### config.mk
export PLATFORM = sky130hd
export DESIGN_NAME = alu_share_arbiter
export DESIGN_NICKNAME = d
export VERILOG_FILES = /design/src/rtl/alu_share_arbiter.sv
export SDC_FILE = /design/constraint.sdc
export NUM_CORES = 1
export LEC_CHECK = 0
export BUFFER_PORTS_ARGS = -buffer_cell sky130_fd_sc_hd__buf_2
export CORE_AREA = 2 2 107 109
export CTS_CLUSTER_SIZE = 30
export DETAILED_ROUTE_END_ITERATION = 10
export DIE_AREA = 0 0 109 111
export PLACE_DENSITY_LB_ADDON = 0.15
export SLEW_MARGIN = 20
export SYNTH_ARGS = -nofsm -noshare
export SYNTH_HDL_FRONTEND = slang
export SYNTH_SLANG_ARGS = --single-unit
export TNS_END_PERCENT = 20
### constraint.sdc
create_clock -name clock -period 4.05 [get_ports clock]
set_input_delay 0.2025 -clock clock [delete_from_list [all_inputs] [get_ports clock]]
set_output_delay 0.2025 -clock clock [all_outputs]
set_load 0.05 [all_outputs]
### src/rtl/alu_share_arbiter.sv
// -----------------------------------------------------------------------------
// alu_share_arbiter
//
// Time-multiplexes one purely combinational ALU between two requesters.
// A requester raises req with its operands/opcode and holds req until its
// done pulse. The arbiter samples requests in IDLE and latches the winner's
// operands. It drives the ALU from those latches during EXEC and registers the
// result at the end of EXEC. It then pulses done to the winner during RESP.
// Every operation occupies the block for exactly three cycles.
//
// Conflict resolution:
//   default                  : round-robin. The requester that was not served
//                              last wins. Out of reset, requester 0 wins first.
//   ALU_SHARE_FIXED_PRIO_EN  : fixed priority. Requester 0 always wins.
//
// Ports:
//   clock, resetn        rising-edge clock, asynchronous active-low reset
//   req0/a0/b0/aluc0     requester 0 request, operands and opcode
//   done0                one-cycle pulse: rdata/rz valid for requester 0
//   req1/a1/b1/aluc1     requester 1 request, operands and opcode
//   done1                one-cycle pulse: rdata/rz valid for requester 1
//   rdata, rz            registered ALU result and zero flag; held until the
//                        next operation completes
//   busy                 high whenever the FSM is not in IDLE
//   alu_a/alu_b/alu_aluc to the shared ALU, driven from the operand latches
//   alu_s, alu_z         from the shared ALU
// -----------------------------------------------------------------------------
module alu_share_arbiter #(
  parameter int WIDTH = 32,
  parameter int OPW   = 4
) (
  input  logic             clock,
  input  logic             resetn,
  input  logic             req0,
  input  logic [WIDTH-1:0] a0,
  input  logic [WIDTH-1:0] b0,
  input  logic [OPW-1:0]   aluc0,
  output logic             done0,
  input  logic             req1,
  input  logic [WIDTH-1:0] a1,
  input  logic [WIDTH-1:0] b1,
  input  logic [OPW-1:0]   aluc1,
  output logic             done1,
  output logic [WIDTH-1:0] rdata,
  output logic             rz,
  output logic             busy,
  output logic [WIDTH-1:0] alu_a,
  output logic [WIDTH-1:0] alu_b,
  output logic [OPW-1:0]   alu_aluc,
  input  logic [WIDTH-1:0] alu_s,
  input  logic             alu_z
);

  typedef enum logic [1:0] {
    IDLE = 2'd0,
    EXEC = 2'd1,
    RESP = 2'd2
  } state_t;

  state_t           state;
  state_t           state_nxt;
  logic             winner;     // id of the operation in flight
  logic             grant_id;   // id that would win if sampled this cycle
  logic             any_req;
  logic [WIDTH-1:0] lat_a;
  logic [WIDTH-1:0] lat_b;
  logic [OPW-1:0]   lat_aluc;

  assign any_req = req0 | req1;

`ifndef ALU_SHARE_FIXED_PRIO_EN
  logic last_grant;   // id served by the most recently completed operation
`endif

  // ---------------------------------------------------------------------------
  // Arbitration
  // ---------------------------------------------------------------------------
  always_comb begin
    // NOTE: every signal written in a combinational block gets a default
    // first; a path that leaves it unassigned would infer a latch.
    grant_id = 1'b0;
    if (req0 && req1) begin
`ifdef ALU_SHARE_FIXED_PRIO_EN
      grant_id = 1'b0;
`else
      grant_id = ~last_grant;
`endif
    end else if (req1) begin
      grant_id = 1'b1;
    end
  end

  // ---------------------------------------------------------------------------
  // FSM
  // ---------------------------------------------------------------------------
  always_ff @(posedge clock or negedge resetn) begin
    // NOTE: clocked state uses non-blocking assignments, so every flop samples
    // the pre-edge values regardless of statement order.
    if (!resetn) begin
      state <= IDLE;
    end else begin
      state <= state_nxt;
    end
  end

  always_comb begin
    state_nxt = state;
    unique case (state)
      IDLE:    if (any_req) state_nxt = EXEC;
      EXEC:    state_nxt = RESP;
      RESP:    state_nxt = IDLE;
      default: state_nxt = IDLE;
    endcase
  end

  // ---------------------------------------------------------------------------
  // Operand latches and result register
  // ---------------------------------------------------------------------------
  always_ff @(posedge clock or negedge resetn) begin
    // NOTE: these are plain registers, not a memory array. The ALU inputs must
    // read zero out of reset, so they are all reset explicitly.
    if (!resetn) begin
      winner   <= 1'b0;
      lat_a    <= '0;
      lat_b    <= '0;
      lat_aluc <= '0;
      rdata    <= '0;
      rz       <= 1'b0;
    end else begin
      // Operands are sampled only at the IDLE->EXEC edge. Later changes on
      // a*/b*/aluc* cannot disturb the operation in flight.
      if (state == IDLE && any_req) begin
        winner   <= grant_id;
        lat_a    <= grant_id ? a1 : a0;
        lat_b    <= grant_id ? b1 : b0;
        lat_aluc <= grant_id ? aluc1 : aluc0;
      end
      if (state == EXEC) begin
        rdata <= alu_s;
        rz    <= alu_z;
      end
    end
  end

`ifndef ALU_SHARE_FIXED_PRIO_EN
  // Reset value 1 makes requester 0 the winner of the first conflict.
  always_ff @(posedge clock or negedge resetn) begin
    if (!resetn) begin
      last_grant <= 1'b1;
    end else if (state == RESP) begin
      last_grant <= winner;
    end
  end
`endif

  // ---------------------------------------------------------------------------
  // Outputs: all decoded from flops, so they clear as soon as reset asserts
  // ---------------------------------------------------------------------------
  assign alu_a    = lat_a;
  assign alu_b    = lat_b;
  assign alu_aluc = lat_aluc;
  assign busy     = (state != IDLE);
  assign done0    = (state == RESP) && !winner;
  assign done1    = (state == RESP) &&  winner;

endmodule

# Yosys cells after proc, flatten, opt, wreduce, memory -nomap -nowiden
# Cells that the tools add are included.
dict set report word_totals {
  register_bits 105
  output_inout_bits 104
  elab_cells 27
}
dict set report op_classes {
  n_eq_ne 3
  muxes 7
  n_bitwise 2
  n_reduce_logical 7
}
# op n
set op_table {}
lappend op_table {{$mux W32} 2}
lappend op_table {{$logic_and A1 B1 Y1} 4}
lappend op_table {{$mux W4} 1}
lappend op_table {{$pmux W2 S2} 1}
lappend op_table {{$eq A2 B1 Y1 const B} 1}
lappend op_table {{$eq A2 B2 Y1 const B} 1}
lappend op_table {{$logic_not A2 Y1} 1}
lappend op_table {{$mux W1} 2}
lappend op_table {{$mux W2} 1}
lappend op_table {{$ne A2 B2 Y1 const B} 1}
lappend op_table {{$reduce_bool A2 Y1} 1}
lappend op_table {{$logic_not A1 Y1} 1}
lappend op_table {{$not A1 Y1} 1}
lappend op_table {{$or A1 B1 Y1} 1}

# Longest topological paths before layout
# Gate-level depths: netlist of run 1.
dict set report depth {
  depth_word 3
  depth_mapped 6
  mapped_depth_nobuf 3
}

# Worst setup path before layout of run 1
# Ideal clock, no wire load.
dict set report synth_path {
  kind {flip-flop to flip-flop}
  start {reg last_grant}
  end {reg lat_a[22] (netlist: alu_a[22])}
  arrival_time_ns 1.542
  required_ns 3.925
  path_slack_ns 2.383
  stages_incl_launch_ff 7
  path_buffers 3
  period_less_slack_ns 1.667
  path_cell_list {dfstp_2 -> a21bo_1 -> buf_6 -> buf_6 -> buf_6 -> mux2_4 -> mux2_4}
}
dict set report synth_between {
  elab_chain_len 3
}
# item line
set synth_lines {}
lappend synth_lines {{start: declaration} 72} ;# logic last_grant;
lappend synth_lines {{start signal: assignment} 151} ;# last_grant <= winner;
lappend synth_lines {{$not A1 Y1} 86} ;# grant_id = ~last_grant;
lappend synth_lines {{$mux W1} 82} ;# if (req0 && req1) begin
lappend synth_lines {{$mux W32} 134} ;# lat_a <= grant_id ? a1 : a0;
lappend synth_lines {{end signal: assignment} 134}
lappend synth_lines {{end: declaration} 65} ;# logic [WIDTH-1:0] lat_a;
# Every way passes these cells.
# A chain may end at the register's enable or synchronous reset.

# Worst setup path in the final report of run 1
dict set report layout_path {
  start {reg last_grant}
  end {reg lat_a[5] (netlist: alu_a[5])}
}
# The elaborated chain is that of the path after synthesis.

==> results of run 1 <==
[path summary, 6_finish.rpt]
check / to
max in group asynchronous: alu_a[30]
worst min register to register: rdata[29]
min in group clock: rdata[31]
worst max-delay path: alu_a[5]
worst min-delay path: rdata[20]
worst max register to register: alu_a[5]
[kinds of logic (layout without fill, tap and decap cells)]
logic type             count (synthesis)  in the layout
AOI/OAI and AO/OA                      4              4
DFF                                  105            105
muxes                                169            169
and+or+nand+nor                        5              5
buffers and inverters                 23            297
[area by class of cell]
cell class	count	share of cell area, %
inverters	3	0.171
flip-flops and latches	105	39.8
multi-input cells	178	30.9
well taps	143	2.71
clock buffers	13	3.79
clock inverters	3	1.37
repair buffers	278	21.2
[metrics by stage]
stage | setup WS (ns) | hold slack [ns] | cell area [um^2] | util (%)
final | 1.83 | -0.000171 | 6600 | 59.6
after detailed placement | 1.83 | 0.413 | 6260 | 56.5
after CTS | 1.82 | 0.0420 | 6600 | 59.6
after global placement | 1.89 | 0.409 | 6260 | 56.5
after global routing | 1.76 | 0.0836 | 6600 | 59.6
after floorplan | 2.38 | -0.0931 | 4780 | -
[sequential cells by signal, summed over array words and instances (netlist names)]
register    cells
last_grant      1
alu_b          32
alu_aluc        4
winner          1
rz              1
state           2
rdata          32
alu_a          32
[Yosys cell counts]
master,instances
nor2_1,3
nand2b_1,2
mux2_2,151
buf_2,15
clkbuf_1,2
a21o_1,1
buf_6,3
inv_1,3
o22ai_1,1
a21bo_1,1
dfrtp_1,104
mux2_4,18
dfstp_2,1
o21a_1,1
[layer usage]
layer	wire, um	share of wire, %	up-vias
met1	4450	39	1638
met4	217	1.9	0
li1	-	-	1621
met3	1100	9.6	18
met5	0	0	-
met2	5650	49	169
[power by group through the flow]
| stage | combinational (mW) | clock (mW) | sequential, mW |
|---|---|---|---|
| floorplan | 1.19 | 0 | 3.71 |
| global placement | 3.85 | 0 | 1.85 |
| detailed placement | 3.89 | 0 | 1.87 |
| CTS | 3.89 | 1.01 | 1.86 |
| global route | 4.02 | 1.06 | 1.93 |
| finish | 3.84 | 0.989 | 1.85 |
==> metrics.md, run 1 <==
| Metric | Value |
|---|---|
| Outcome | `complete, but fails checks` |
| Failing checks | `negative hold slack` |
| Post-synthesis xor/xnor area fraction | `0%` |
| Launch point of the worst path | `last_grant` |
| Core Box Area | `between 10000 and 15000 um^2` |
| # fillers | `about 950` |
| Yosys warning count | `0` |
| Crit path max-delay family | `compound AO/OA/AOI/OAI gates` |
| Row cnt | `39` |
| Synth-to-Final Area Change | `38.0%` |
| Fin cells | `a little over 700` |
| Req. time, crit path | `approximately 4.3 ns` |
| Starting DRT DRC Count | `between 100 and 150` |
| Worst path max stage delay | `approximately 0.83 ns` |
| Final RePlAce weighted congestion | `slightly above 0.7` |
| Avg WL per Cell | `~16 um` |
| Leak | `roughly 3.3 nW` |
| Register share of total power | `about 28%` |
| Simple-Gate Fraction of Synth Area | `less than 1%` |
| Avg Inst Size Synth | `about 16 um^2` |
| CP Capture Type | `flip-flop` |
| Worst Hold Slack | `-0.000171 ns` |
| Die ar. | `12100 um^2` |
| Total GRT Usage | `between 10% and 20%` |
| Vias in the first global route | `between 3k and 4k` |
| Most Frequent Cell on Critical Path | `mux2_2` |
| Final setup violation count | `0` |
| Clock power share | `about 15%` |
| Critical Path AT | `~2.4 ns` |
| Most common cell after layout, fill and taps aside | `buf_2` |
| Net Switching | `3.25 mW` |
| H-tree levels | `3` |
| Total power | `between 6 and 7 mW` |
| CP Cell Sequence | `a21bo_4, mux2_2, mux2_2` |
| Synth Cell Area | `4780 um^2` |
| First-pass GRT wire length | `between 15000 and 20000 um` |
| Largest net degree at the start of global routing | `between 70 and 80` |
| Final net count | `approximately 750` |
| CP Max Fanout | `69` |
| Synth Area in Adders | `0%` |
| CTS Sinks | `105` |
| Worst reg2reg startpoint | `last_grant` |
| Worst Skew | `between 0.008 and 0.009 ns` |
| Vias per cell | `between 4 and 5` |
| Worst reg2reg setup slack | `approximately 1.8 ns` |
| Worst R2R Path Depth | `3` |
| Height of the die | `roughly 110 um` |
| Sw Share | `48.6%` |
| Dpl cells | `approximately 700` |
| Area of the multi-input gates | `roughly 2000 um^2` |
| Clk Latency, worst-skew pair | `0.34 ns` |
| Comb pwr share | `around 57%` |
| Most frequent cells in the layout | `buf_2, mux2_2, dfrtp_1, mux2_4, clkbuf_16` |
| Busiest grt layer | `met2` |
| Setup Crit Path Kind | `reg2reg` |
| Drc violations | `0` |
| Yosys reg bits | `about 110` |
| CTS Hold Buffers Added | `0` |
| Layout cells sized above 1 | `roughly four fifths` |
| Max-slew headroom | `between 20% and 30%` |
| Syn Inst Count | `roughly 300` |
| CTS tree | `yes` |
| Post-CTS Setup Bufs | `0` |
| Root Driver | `clkbuf_16` |
| Sequential element share of the synthesized area | `between 50% and 60%` |
| Met1 GRT Util | `20.4%` |
| Multiplexer area fraction after synthesis | `between 40% and 50%` |
| Grt met3 use | `about 5.8%` |
| Setup TNS | `0 ns` |
| Clock transition at path regs | `0.07 ns` |
| Final count of hold timing violations | `1` |
| GRT overflow | `0` |
| Antenna violations before repair | `0` |
| Synth cell types | `14` |
| Initial DRT Pass Iterations | `4` |
| Share of the synthesized area in the top cell type | `between 50 and 60%` |
| Hold WC Path Type | `in2async` |
| Critical path depth | `3` |
| VDD IR-drop max | `about 700 uV` |
| Period minus WS final | `approximately 2.2 ns` |
| Critical Path Source Type | `flip-flop` |
| Bufs on Longest Clock Path | `2` |
| Final worst-path cycle share | `54.7%` |
| Synth top area cells | `dfrtp_1, mux2_2, mux2_4` |
| Worst slew pin tran | `1.08 ns` |
| Largest family of logic cells by synthesized area | `multiplexers` |
| Max cap viols | `0` |
| RSZ-0062 raised after global routing | `no` |
| Total routed wirelength | `around 11000 um` |
| Via count | `around 3.4k` |
| Antenna-violating nets left | `0` |
| PD cells | `around 1000 nW/um^2` |
| Max-slew violations | `0` |
| Met2 usage | `between 30% and 40%` |
| IO Port Bufs | `around 280` |
| Post_cts resized | `0` |
| # diodes | `0` |
| Total CTS buffers | `9` |
| Reg area | `between 2000 and 3000 um^2` |
| Slowest cell on crit path | `a21bo_4` |
| IO Count | `about 280` |
| WP buf/inv | `0` |
| Syn Nets | `around 480` |
| Starting Density | `a little over two fifths` |
| DP Wirelength | `8480 um` |
| Die width | `around 110 um` |
| Leading area contributor after synthesis | `dfrtp_1` |
| F_max | `approximately 0.45 GHz` |
| Compound-cell area share of the yosys netlist | `0.654%` |
| Internal | `3.44 mW` |
(Power assumes the default switching activity.)
==> run 2: changes to the inputs <==
Settings changed: CORE_AREA 2 2 107 109 to not set, CORE_MARGIN set to 2, CORE_UTILIZATION set to 40, DIE_AREA 0 0 109 111 to not set.
Clock period 4.05 ns to 1.85 ns, I/O delays scaled along.
==> run 2 against run 1 <==
- first-iteration DRC count down 5.9%
- sequential power is 120% higher
- combinational power up 130%
- clock skew shrank 0.0029 ns
- clock power is 99% higher
- wire length rose by 5.5%
- the flow now finishes without violations
- total power rose by 120%
- utilization is 1.4 points higher
- global-route usage is essentially flat
==> metrics.md, run 2 (synthesis gave the netlist of run 1 again) <==
| Metric | Value |
|---|---|
| Crit path max-delay family | `multiplexers` |
| Layout cells sized above 1 | `76.1% (-3.7 points)` |
| Most common cell after layout, fill and taps aside | `buf_2` |
| Met1 GRT Util | `21.1% (+0.73 points)` |
| DP Worst Slack | `0.168 ns (-1.67 ns)` |
| CTS Hold Buffers Added | `34 (+34)` |
| Setup slack after layout | `0.160 ns (-1.67 ns)` |
| Period minus WS final | `1.69 ns (-0.526 ns)` |
| Bufs on Longest Clock Path | `2 (unchanged)` |
| Worst Skew | `0.00519 ns (-0.00285 ns)` |
| WP buf/inv | `1 (+1)` |
| Slowest cell on crit path | `dfstp_2` |
| Drc violations | `0 (unchanged)` |
| Critical Path Source Type | `flip-flop` |
| Worst path max stage delay | `0.54 ns (-0.29 ns)` |
| Max cap viols | `0 (unchanged)` |
| Post-CTS Setup Bufs | `0 (unchanged)` |
| Final count of hold timing violations | `0 (-1)` |
| Dpl cells | `713 (+0.85%)` |
| H-tree levels | `3 (unchanged)` |
| Total routed wirelength | `12000 um (+5.5%)` |
| Post_cts resized | `0 (unchanged)` |
| Root Driver | `clkbuf_16` |
| Core Box Area | `11600 um^2 (+4.4%)` |
| GRT overflow | `0 (unchanged)` |
| Initial DRT Pass Iterations | `4 (unchanged)` |
| Vias per cell | `4.76 (about the same)` |
| Final RePlAce weighted congestion | `0.755 (+6.9%)` |
| CTS tree | `yes` |
| Row cnt | `39 (unchanged)` |
| Total CTS buffers | `9 (unchanged)` |
| Final setup violation count | `0 (unchanged)` |
| Total GRT Usage | `18.6% (about the same)` |
| # diodes | `0 (unchanged)` |
| Avg WL per Cell | `15.8 um (about the same)` |
| VDD IR-drop max | `1290 uV (+89%)` |
| Critical path depth | `4 (+1)` |
| Final worst-path cycle share | `91.3% (+37 points)` |
| Hold Path Cell Cnt | `3` |
| Setup Crit Path Kind | `reg2reg` |
| CTS Sinks | `105 (unchanged)` |
| IO Port Bufs | `276 (unchanged)` |
| Clk Latency, worst-skew pair | `0.34 ns (about the same)` |
| Most Frequent Cell on Critical Path | `mux2_2` |
| IO Count | `277 (unchanged)` |
| # fillers | `943 (-1.2%)` |
| Hold WC Path Type | `in2reg` |
| Max-slew headroom | `79.0% (+51 points)` |
| Starting DRT DRC Count | `128 (-5.9%)` |
| Antenna-violating nets left | `0 (unchanged)` |
| Die ar. | `12800 um^2 (+6.2%)` |
| Busiest grt layer | `met2` |
| Req. time, crit path | `2.07 ns (-2.20 ns)` |
| Worst slew pin tran | `0.315 ns (-0.766 ns)` |
| Total power | `14.7 mW (+120%)` |
| Starting Density | `41.4% (-1.8 points)` |
| Utilization after layout | `60.9% (+1.4 points)` |
| CP Cell Sequence | `a21bo_4, buf_12, mux2_2, mux2_2` |
| Final net count | `788 (+5.3%)` |
| Antenna violations before repair | `0 (unchanged)` |
| Max-slew violations | `0 (unchanged)` |
| Worst R2R Path Depth | `4 (+1)` |
| Vias in the first global route | `3925 (+6.4%)` |
| DP Wirelength | `8910 um (+5.1%)` |
| Height of the die | `113 um (+2.1%)` |
| Synth-to-Final Area Change | `47.3%` |
| Fin cells | `762 (+5.4%)` |
| PD cells | `2090 nW/um^2 (+110%)` |
| Die width | `113 um (+4.0%)` |
| Setup TNS | `0 ns (unchanged)` |
| Most frequent cells in the layout | `buf_2, mux2_2, dfrtp_1, dlygate4sd3_1, mux2_4` |
| First-pass GRT wire length | `18800 um (+7.9%)` |
| Grt met3 use | `5.09% (-0.67 points)` |
| Clock transition at path regs | `0.06 ns (about the same)` |
| CP Capture Type | `flip-flop` |
| Met2 usage | `33.7% (+0.77 points)` |
| CP Max Fanout | `33 (-52%)` |
| Critical Path AT | `1.91 ns (-0.52 ns)` |
| Leak | `3.47 nW (+6.0%)` |
| Via count | `3630 (+5.3%)` |
| RSZ-0062 raised after global routing | `no` |
| Outcome | `finished, final reports clean` |
| Largest net degree at the start of global routing | `61 (-20%)` |
| F_max | `0.592 GHz (+31%)` |
==> run 2: report_power, final <==
part	total, mW	internal, mW	switching (mW)
logic	8.68	2.84	5.85
registers	4.09	3.51	0.586
clock network	1.97	1.19	0.784
==> run 2: worst paths after layout <==
path / from / endpoint / slack (ns)
min in group asynchronous: resetn / rdata[7] / 0.31
min reg2reg: alu_a[19] / alu_a[19] / 0.50
max reg2reg: last_grant / alu_a[3] / 0.16
max in group asynchronous: resetn / last_grant / 1.20
max: last_grant / alu_a[3] / 0.16
min: a0[25] / alu_a[25] / 0.11
==> run 2: cell type report <==
cell class	count	area, um^2	area share [%]
clock buffer	13	280	3.98
tap	143	179	2.54
inverter	3	11.3	0.160
sequential	105	2630	37.3
timing repair buffer	318	1870	26.6
multi-input combinational	178	2040	28.9
clock inverter	2	35.0	0.497
==> run 2: per-layer routing <==
metal / vias to the layer above / share of wire [%]
met1: 1740 / 38
met5: - / 0
met4: 0 / 1.4
met2: 171 / 52
met3: 11 / 8.4
li1: 1708 / -
==> run 2: worst reg2reg max path, cell delays in order (launching register included) <==
cell and delay, ns:
dfstp_2 0.54, a21bo_4 0.16, buf_12 0.22, mux2_2 0.39, mux2_2 0.26
==> run 2: through the flow <==
stage | hold slack, ns | cell area (um^2)
global route | 0.106 | 7050
global placement | 0.102 | 6390
finish | 0.109 | 7050
CTS | 0.0950 | 7050
floorplan | -0.203 | 4780
detailed placement | 0.108 | 6390
